$ cat src/rtl/morse_pkg.sv
`default_nettype none
// +----------------------------------------------------------------------------+
// | morse_pkg                                                                  |
// | Shared types and character table for morse_tx. MORSE_TX_DIGITS_EN enables  |
// | digit codes 26-35.                                                         |
// | Revision: 1.0                                                              |
// +----------------------------------------------------------------------------+
package morse_pkg;

    typedef enum logic [2:0] {
        ST_IDLE     = 3'd0,
        ST_MARK     = 3'd1,
        ST_SYM_GAP  = 3'd2,
        ST_CHAR_GAP = 3'd3,
        ST_WORD_GAP = 3'd4
    } morse_state_e;

    localparam logic [5:0] CODE_LETTER_A = 6'd0;
    localparam logic [5:0] CODE_DIGIT_0  = 6'd26;
    localparam logic [5:0] CODE_SPACE    = 6'd36;

    // Pattern bit i is symbol i (1 = dash); len == 0 marks a code with no symbols.
    typedef struct packed {
        logic [2:0] len;
        logic [4:0] pattern;
    } morse_entry_t;

    function automatic morse_entry_t morse_lookup(input logic [5:0] code);
        morse_entry_t e;
        case (code)
            6'd0:  e = {3'd2, 5'b00010};
            6'd1:  e = {3'd4, 5'b00001};
            6'd2:  e = {3'd4, 5'b00101};
            6'd3:  e = {3'd3, 5'b00001};
            6'd4:  e = {3'd1, 5'b00000};
            6'd5:  e = {3'd4, 5'b00100};
            6'd6:  e = {3'd3, 5'b00011};
            6'd7:  e = {3'd4, 5'b00000};
            6'd8:  e = {3'd2, 5'b00000};
            6'd9:  e = {3'd4, 5'b01110};
            6'd10: e = {3'd3, 5'b00101};
            6'd11: e = {3'd4, 5'b00010};
            6'd12: e = {3'd2, 5'b00011};
            6'd13: e = {3'd2, 5'b00001};
            6'd14: e = {3'd3, 5'b00111};
            6'd15: e = {3'd4, 5'b00110};
            6'd16: e = {3'd4, 5'b01011};
            6'd17: e = {3'd3, 5'b00010};
            6'd18: e = {3'd3, 5'b00000};
            6'd19: e = {3'd1, 5'b00001};
            6'd20: e = {3'd3, 5'b00100};
            6'd21: e = {3'd4, 5'b01000};
            6'd22: e = {3'd3, 5'b00110};
            6'd23: e = {3'd4, 5'b01001};
            6'd24: e = {3'd4, 5'b01101};
            6'd25: e = {3'd4, 5'b00011};
`ifdef MORSE_TX_DIGITS_EN
            6'd26: e = {3'd5, 5'b11111};
            6'd27: e = {3'd5, 5'b11110};
            6'd28: e = {3'd5, 5'b11100};
            6'd29: e = {3'd5, 5'b11000};
            6'd30: e = {3'd5, 5'b10000};
            6'd31: e = {3'd5, 5'b00000};
            6'd32: e = {3'd5, 5'b00001};
            6'd33: e = {3'd5, 5'b00011};
            6'd34: e = {3'd5, 5'b00111};
            6'd35: e = {3'd5, 5'b01111};
`endif
            default: e = {3'd0, 5'b00000};
        endcase
        return e;
    endfunction

endpackage
`default_nettype wire

$ cat src/rtl/morse_unit_timer.sv
`default_nettype none
// +----------------------------------------------------------------------------+
// | morse_unit_timer                                                           |
// | Loadable down-counter that holds at zero; load has priority.               |
// | Revision: 1.0                                                              |
// +----------------------------------------------------------------------------+
module morse_unit_timer #(
    parameter int CNT_W = 8
) (
    input  logic             clk,
    input  logic             rst,
    input  logic             load_i,
    input  logic [CNT_W-1:0] load_val_i,
    output logic [CNT_W-1:0] value_o,
    output logic             zero_o
);

    logic [CNT_W-1:0] cnt_q;
    logic [CNT_W-1:0] cnt_d;

    always_comb begin
        cnt_d = cnt_q;
        if (load_i) begin
            cnt_d = load_val_i;
        end else if (cnt_q != '0) begin
            cnt_d = cnt_q - CNT_W'(1);
        end
    end

    always_ff @(posedge clk) begin
        if (rst) begin
            cnt_q <= '0;
        end else begin
            cnt_q <= cnt_d;
        end
    end

    assign value_o = cnt_q;
    assign zero_o  = (cnt_q == '0);

endmodule
`default_nettype wire

$ cat src/rtl/morse_tx.sv
`default_nettype none
// +----------------------------------------------------------------------------+
// | morse_tx                                                                   |
// | Character-at-a-time Morse keyer; MORSE_TX_DIGITS_EN adds digits 0-9.       |
// | Revision: 1.0                                                              |
// +----------------------------------------------------------------------------+
module morse_tx
    import morse_pkg::*;
#(
    parameter int UNIT_CYCLES    = 100,
    parameter int DASH_UNITS     = 3,
    parameter int CHAR_GAP_UNITS = 3,
    parameter int WORD_GAP_UNITS = 7
) (
    input  logic       clk,
    input  logic       rst,
    input  logic       in_valid,
    output logic       in_ready,
    input  logic [5:0] in_char,
    output logic       out,
    output logic       busy,
    output logic       char_done,
    output logic       err
);

    localparam int c_max_units =
        (DASH_UNITS >= CHAR_GAP_UNITS)
            ? ((DASH_UNITS >= WORD_GAP_UNITS) ? DASH_UNITS : WORD_GAP_UNITS)
            : ((CHAR_GAP_UNITS >= WORD_GAP_UNITS) ? CHAR_GAP_UNITS : WORD_GAP_UNITS);
    localparam int c_cnt_w = $clog2(c_max_units * UNIT_CYCLES);

    localparam logic [c_cnt_w-1:0] c_dot_load  = c_cnt_w'(UNIT_CYCLES - 1);
    localparam logic [c_cnt_w-1:0] c_dash_load = c_cnt_w'(DASH_UNITS * UNIT_CYCLES - 1);
    localparam logic [c_cnt_w-1:0] c_char_load = c_cnt_w'(CHAR_GAP_UNITS * UNIT_CYCLES - 1);
    localparam logic [c_cnt_w-1:0] c_word_load = c_cnt_w'(WORD_GAP_UNITS * UNIT_CYCLES - 1);

    morse_state_e state_q, state_d;
    logic [5:0]   char_q, char_d;
    logic [2:0]   idx_q, idx_d;
    logic         err_q, err_d;

    logic               w_load;
    logic [c_cnt_w-1:0] w_load_val;
    logic [c_cnt_w-1:0] w_cnt;
    logic               w_tmr_zero;

    morse_entry_t w_entry;
    morse_entry_t w_in_entry;
    logic [4:0]   w_sel_pat;
    logic [7:0]   w_sel_pat8;
    logic [2:0]   w_sel_idx;
    logic         w_sym_dash;
    logic         w_last_sym;

    assign w_entry    = morse_lookup(char_q);
    assign w_in_entry = morse_lookup(in_char);

    // In IDLE the first symbol comes straight from the incoming code; later
    // symbols come from the latched code at the already-advanced index.
    assign w_sel_pat  = (state_q == ST_IDLE) ? w_in_entry.pattern : w_entry.pattern;
    assign w_sel_idx  = (state_q == ST_IDLE) ? 3'd0 : idx_q;
    assign w_sel_pat8 = {3'b000, w_sel_pat};
    assign w_sym_dash = w_sel_pat8[w_sel_idx];
    assign w_last_sym = ((idx_q + 3'd1) >= w_entry.len);

    always_comb begin
        state_d    = state_q;
        char_d     = char_q;
        idx_d      = idx_q;
        err_d      = 1'b0;
        w_load     = 1'b0;
        w_load_val = '0;
        case (state_q)
            ST_IDLE: begin
                if (in_valid) begin
                    if (in_char == CODE_SPACE) begin
                        state_d    = ST_WORD_GAP;
                        w_load     = 1'b1;
                        w_load_val = c_word_load;
                    end else if (w_in_entry.len != 3'd0) begin
                        state_d    = ST_MARK;
                        char_d     = in_char;
                        idx_d      = 3'd0;
                        w_load     = 1'b1;
                        w_load_val = w_sym_dash ? c_dash_load : c_dot_load;
                    end else begin
                        err_d = 1'b1;
                    end
                end
            end
            ST_MARK: begin
                if (w_tmr_zero) begin
                    w_load = 1'b1;
                    if (w_last_sym) begin
                        state_d    = ST_CHAR_GAP;
                        w_load_val = c_char_load;
                    end else begin
                        state_d    = ST_SYM_GAP;
                        idx_d      = idx_q + 3'd1;
                        w_load_val = c_dot_load;
                    end
                end
            end
            ST_SYM_GAP: begin
                if (w_tmr_zero) begin
                    state_d    = ST_MARK;
                    w_load     = 1'b1;
                    w_load_val = w_sym_dash ? c_dash_load : c_dot_load;
                end
            end
            ST_CHAR_GAP, ST_WORD_GAP: begin
                if (w_tmr_zero) begin
                    state_d = ST_IDLE;
                    idx_d   = 3'd0;
                end
            end
            default: begin
                state_d = ST_IDLE;
                idx_d   = 3'd0;
            end
        endcase
    end

    always_ff @(posedge clk) begin
        if (rst) begin
            state_q <= ST_IDLE;
            char_q  <= '0;
            idx_q   <= '0;
            err_q   <= 1'b0;
        end else begin
            state_q <= state_d;
            char_q  <= char_d;
            idx_q   <= idx_d;
            err_q   <= err_d;
        end
    end

    morse_unit_timer #(
        .CNT_W(c_cnt_w)
    ) u_timer (
        .clk        (clk),
        .rst        (rst),
        .load_i     (w_load),
        .load_val_i (w_load_val),
        .value_o    (w_cnt),
        .zero_o     (w_tmr_zero)
    );

    assign in_ready  = (state_q == ST_IDLE);
    assign busy      = (state_q != ST_IDLE);
    assign out       = (state_q == ST_MARK);
    assign char_done = ((state_q == ST_CHAR_GAP) || (state_q == ST_WORD_GAP)) && (w_cnt == '0);
    assign err       = err_q;

endmodule
`default_nettype wire
$ cat config.mk
export PLATFORM = sky130hd
export DESIGN_NAME = morse_tx
export DESIGN_NICKNAME = d
export VERILOG_FILES = /design/src/rtl/morse_pkg.sv /design/src/rtl/morse_unit_timer.sv /design/src/rtl/morse_tx.sv
export SDC_FILE = /design/constraint.sdc
export NUM_CORES = 1
export LEC_CHECK = 0
export CORE_MARGIN = 4
export CORE_UTILIZATION = 60
export CTS_BUF_LIST = sky130_fd_sc_hd__clkbuf_4
export DETAILED_ROUTE_END_ITERATION = 6
export PLACE_DENSITY = 0.87
export SYNTH_ARGS = -nofsm -noshare
export SYNTH_HDL_FRONTEND = slang
export SYNTH_SLANG_ARGS = --single-unit
$ cat constraint.sdc
create_clock -name clk -period 3.4 [get_ports clk]
set_input_delay 0.68 -clock clk [delete_from_list [all_inputs] [get_ports clk]]
set_output_delay 0.68 -clock clk [all_outputs]
set_load 0.05 [all_outputs]
* Word-level counts from Yosys, hierarchy flattened *
Memory sizes are Yosys's and may differ from the RTL's. A register that Yosys moved wholly into a read port is not among the register bits.
Index checks and enable logic that the tools add are counted.

storage, ports and cells
  output and inout port bits = 5
  memory bits (read-only) = 448
  latch bits = 0
  bits in registers = 23
  input bits = 9
  memory bits (writable) = 0
  memories kept = 2

memories
  memory            words  bits a word  rd ports  clocked after Yosys merged registers in  wr ports  RTL line         source
  (name not given)  32     7            1         0                                        0         morse_pkg.sv:30  case (code)
  (name not given)  32     7            1         1                                        0         morse_pkg.sv:30

operators by class
  mux-type cells = 38
  equal/unequal tests = 13
  order comparisons = 2
  bitwise gates (word level) = 4
  reduce and logical (&&, ||, !) cells = 14
  shift-type cells = 0
  $mul = 0
  div/mod/pow operators = 0
  add/sub/neg operators = 2

operators by type and width
  kind                     count
  $mux W9                  5
  $mux W10                 4
  $mux W3                  12
  $pmux W10 S3             1
  $pmux W3 S4              2
  $mux W8                  2
  $mux W5                  3
  $logic_not A10 Y1        1
  $reduce_bool A10 Y1      1
  $sub A10 B1 Y10 const B  1
  $ne A2 B1 Y1 const B     4
  $mux W1                  7
  $reduce_and A7 Y1        1
  $eq A3 B2 Y1 const B     2
  $eq A6 B6 Y1 const B     1
  $ne A2 B2 Y1 const B     3
  $reduce_bool A3 Y1       2
  $reduce_and A5 Y1        1
  $lt A3 B4 Y1 const B     1
  $not A1 Y1               4
  $reduce_and A4 Y1        1
  $reduce_or A2 Y1         2
  $reduce_or A4 Y1         1
  $add A3 B1 Y3 const B    1
  10 further kinds         10

* Logic depth before layout (Yosys ltp) *
An unclocked memory read counts as a cell.

  depth in word-level cells = 11
  mapped depth = 14
  mapped depth without buffers = 13

* Cells and area by module *
Synthesis repeated with hierarchy kept, for this count alone.

second synthesis, totals
  cells, all modules = 307
  area, all modules = 2,551.2 um^2

by module, submodules not included
  module            cells each  area each (um^2)  seq. area each (um^2)  times used
  morse_tx          234         1,944.4           400.4                  1
  morse_unit_timer  73          606.8             200.2                  1

* Worst setup path after synthesis *
No wires, ideal clock.

  path kind = input to register
  from = input port in_char[0]
  to = register (tool-made name)
  cell stages on the path = 12
  buffers on the path = 1
  required time = 3.283 ns
  setup slack = 0.238 ns
  data arrival time = 3.044 ns
  cells stage by stage = inv_1 ha_1 nor4b_4 a221oi_2 o31a_1 buf_6 mux2i_1 nor2_2 inv_1 ha_1 a211o_1 a32o_1

RTL lines
  item                RTL line        source
  start: declaration  morse_tx.sv:19  input logic [5:0] in_char,

==> metrics.csv <==
stage;metric;value;unit
timing;worst slew pin tran;0.492;ns
timing;maximum clock rate;302;MHz
status;status;finished clean;
grt;vias in the first global route;2294;
logic_synthesis;mean area per synthesized cell;8.17;um^2
setup_path;Req. time, crit path;3.61;ns
power;combinational fraction of design power;0.537;
setup_path;critical path arrival;3.53;ns
floorplan;row count;22;
floorplan;Die W;71.0;um
drt;DR pass1 iterations;5;
final_layout;share of cells above drive strength 1;0.239;
power;LEAKAGE;0.00125;uW
logic_synthesis;Top FF cell, synth;dfxtp_1;
drt;Routed Wire Length;6.49;mm
grt;first-pass GRT wire length;10.1;mm
power;PwrDens;522;nW/um^2
timing;Final setup viols;0;
setup_path;Worst path slowest cell;clkdlybuf4s50_1;
final_layout;Area Growth Syn to Fin;23.7;%
hold_path;Hold Path Class;reg2reg;
logic_synthesis;Mapped Nets;317;
logic_synthesis;post-synthesis cell count;292;
logic_synthesis;Netlist cell types;63;
power;register share of total power;0.330;
logic_synthesis;sequential share of the synthesized area;0.252;
power;share of total power in the clock network;0.133;
clocking;Num CTS Buffers;5;
timing;WHS;0.486;ns
logic_synthesis;mapped cell area;2380;um^2
logic_synthesis;Syn. warnings;0;
hold_path;number of stages on the worst hold path;2;
setup_path;CP endpoint kind;register;
logic_synthesis;EDFF count, synth;0;
final_layout;n_diodes;0;
floorplan;die height;71.0;um
drt;drt initial violations;166;
setup_path;crit-path most repeated cell;buf_4;
clocking;Sink Count;30;
power;Max IR drop VDD;0.241;mV
timing;RSZ-0062 raised after global routing;yes;
placement;IO buf count;13;
clocking;CTS Buffer Depth;2;
setup_path;Critical Path Fanout Max;12;
clocking;Root Buffer;clkbuf_4;
timing;Fin Setup TNS;0;ns
timing;Slew headroom;0.671;
clocking;Reg clk slew, reported paths;0.09;ns
power;Pint;864;uW
drt;Vias;2459;
drt;DRC Markers;0;
setup_path;Worst Setup Start Kind;primary input;
clocking;CTS HTree Levels;2;
setup_path;crit path cell chain;clkdlybuf4s50_1, inv_1, ha_1, and4bb_1, a2111oi_4, o31a_1, buf_4, mux2i_1, or2_1, buf_12, buf_4, a21oi_1, o221ai_2;
grt;GRT Total Usage;0.246;
placement;hpwl dp;4.68;mm
clocking;cts hold-fix bufs;0;
floorplan;Initial Util;0.637;
power;Switching Share;0.439;
grt;antenna violations before repair;0;
hold_path;Worst Hold End;idx_q[1];
timing;fin crit share;0.975;
power;net switching power of the design;676;uW
setup_path;Worst R2R Path Depth;10;
floorplan;num ports;14;
setup_path;RR Startpoint;state_q[2];
drt;routed vias/inst;6.35;
placement;Routability Congestion;0.954;
setup_path;CP peak stage delay;0.50;ns
hold_path;Worst Min Path Start;idx_q[1];
floorplan;Die Area;5050;um^2
setup_path;crit path kind;in2reg;
final_layout;nets;364;
logic_synthesis;asr flop ratio synth;0;
timing;Hold Violations, Final;0;
floorplan;Core Region;3740;um^2
run;count of maximum capacitance violations;0;
final_layout;Filler cells;238;
timing;max-slew violation count;0;
grt;largest net degree at the start of global routing;23;
timing;clock skew;0.0104;ns
setup_path;internal reg-to-reg setup slack;0.57;ns
logic_synthesis;#FFs+latches synth;30;
clocking;clk_lat worst skew;0.34;ns
clocking;CTS tree;done;
drt;ANT nets after route;0;
grt;Congestion Overflow GR;0;
timing;clock period minus worst slack;3.32;ns
drt;drt wl/cell;16.8;um
-- per-stage QoR --
| stage | power (uW) | utilization | setup slack, ns | cells | cell area, um^2 |
|---|---|---|---|---|---|
| final | 1540 | 0.788 | 0.0833 | 387 | 2950 |
| after global routing | 1630 | 0.788 | -0.0524 | 387 | 2950 |
| after CTS | 1500 | 0.765 | 0.0271 | 385 | 2860 |
| after detailed placement | 1300 | 0.751 | -0.397 | 378 | 2810 |
| after global placement | 1260 | 0.751 | -0.334 | 378 | 2810 |
| after floorplan | 1100 | - | 0.238 | 292 | 2380 |
-- worst max-delay path by stage --
stage	startpoint	to	slack (ns)	cells after the start
4_1_cts	in_char[1]	register	0.03	13
2_1_floorplan	in_char[0]	register	0.24	12
6_report	in_char[0]	register	0.08	13
3_3_place_gp	in_char[0]	register	-0.33	13
3_5_place_dp	in_char[0]	register	-0.40	13
5_1_grt	in_char[1]	register	-0.05	13
-- worst max-delay path, delay by kind of cell --
family                     cells  cell delay [ns]
AOI/OAI and AO/OA              4             0.77
adders and majority gates      1             0.25
muxes                          1             0.15
and+or+nand+nor                2             0.57
buffers and inverters          5             1.11
-- layer usage --
| layer | track usage | vias up | wire, um |
|---|---|---|---|
| li1 | - | 1140 | - |
| met4 | 0.0877 | 0 | 187 |
| met3 | 0.0597 | 22 | 387 |
| met5 | 0 | - | 0 |
| met1 | 0.304 | 1198 | 2740 |
| met2 | 0.413 | 99 | 3180 |
-- layout make-up --
type / instances / area, um^2 / share of cell area
Clock buffer: 5 / 37.5 / 0.0127
Tap cell: 48 / 60.1 / 0.0204
Timing Repair Buffer: 60 / 505 / 0.171
Sequential cell: 30 / 601 / 0.204
Multi-Input combinational cell: 224 / 1660 / 0.561
Inverter: 18 / 80.1 / 0.0272
Clock inverter: 2 / 10.0 / 0.00339
-- logic make-up after synthesis --
family,count (synthesis),synth area share
DFF,30,0.252
xor gates and xnor gates,10,0.0367
AOI/OAI and AO/OA,67,0.203
and+or+nand+nor,117,0.273
adders and majority gates,16,0.0839
muxes,14,0.0666
buffers and inverters,38,0.0850
-- power groups by stage --
| stage | sequential, uW | clock, uW | combinational, uW |
|---|---|---|---|
| floorplan | 487 | 0 | 609 |
| global placement | 504 | 0 | 759 |
| detailed placement | 513 | 0 | 788 |
| CTS | 505 | 202 | 795 |
| global route | 519 | 218 | 897 |
| finish | 509 | 204 | 827 |
-- layout by cell type, fill, tap and decap left out, drive strengths merged, types with 5 or more instances in the layout --
master         Yosys  layout
nor2              25      25
nand3             12      12
nor2b              7       7
nand2b             5       5
buf               12      48
o31ai              6       6
mux2i             11      11
o21ai             11      11
xor2               5       5
inv               17      17
nor3              14      14
clkdlybuf4s50      0      12
xnor2              5       5
nor3b              5       5
a21oi             16      16
dfxtp             30      30
ha                16      16
nand2             23      23
clkbuf             8       5
-- cell usage after synthesis, types with 6 or more instances --
cell | n | area (um^2)
dfxtp_1 | 30 | 601
nand2_1 | 23 | 86.3
nor2_1 | 23 | 86.3
inv_1 | 17 | 63.8
a21oi_1 | 16 | 80.1
ha_1 | 16 | 200
nor3_1 | 13 | 65.1
nand3_1 | 12 | 60.1
o21ai_0 | 11 | 55.1
mux2i_1 | 10 | 100
clkbuf_1 | 8 | 30.0
nor2b_1 | 7 | 43.8
o31ai_1 | 6 | 45.0
-- repair_timing --
action / in CTS / in global routing
pin swaps: 1 / 1
setup endpoints to repair: 2 / 7
gates resized for setup: 1 / 12
buffers inserted: 0 / 2
Note: power is estimated with default switching activity, not from simulation.
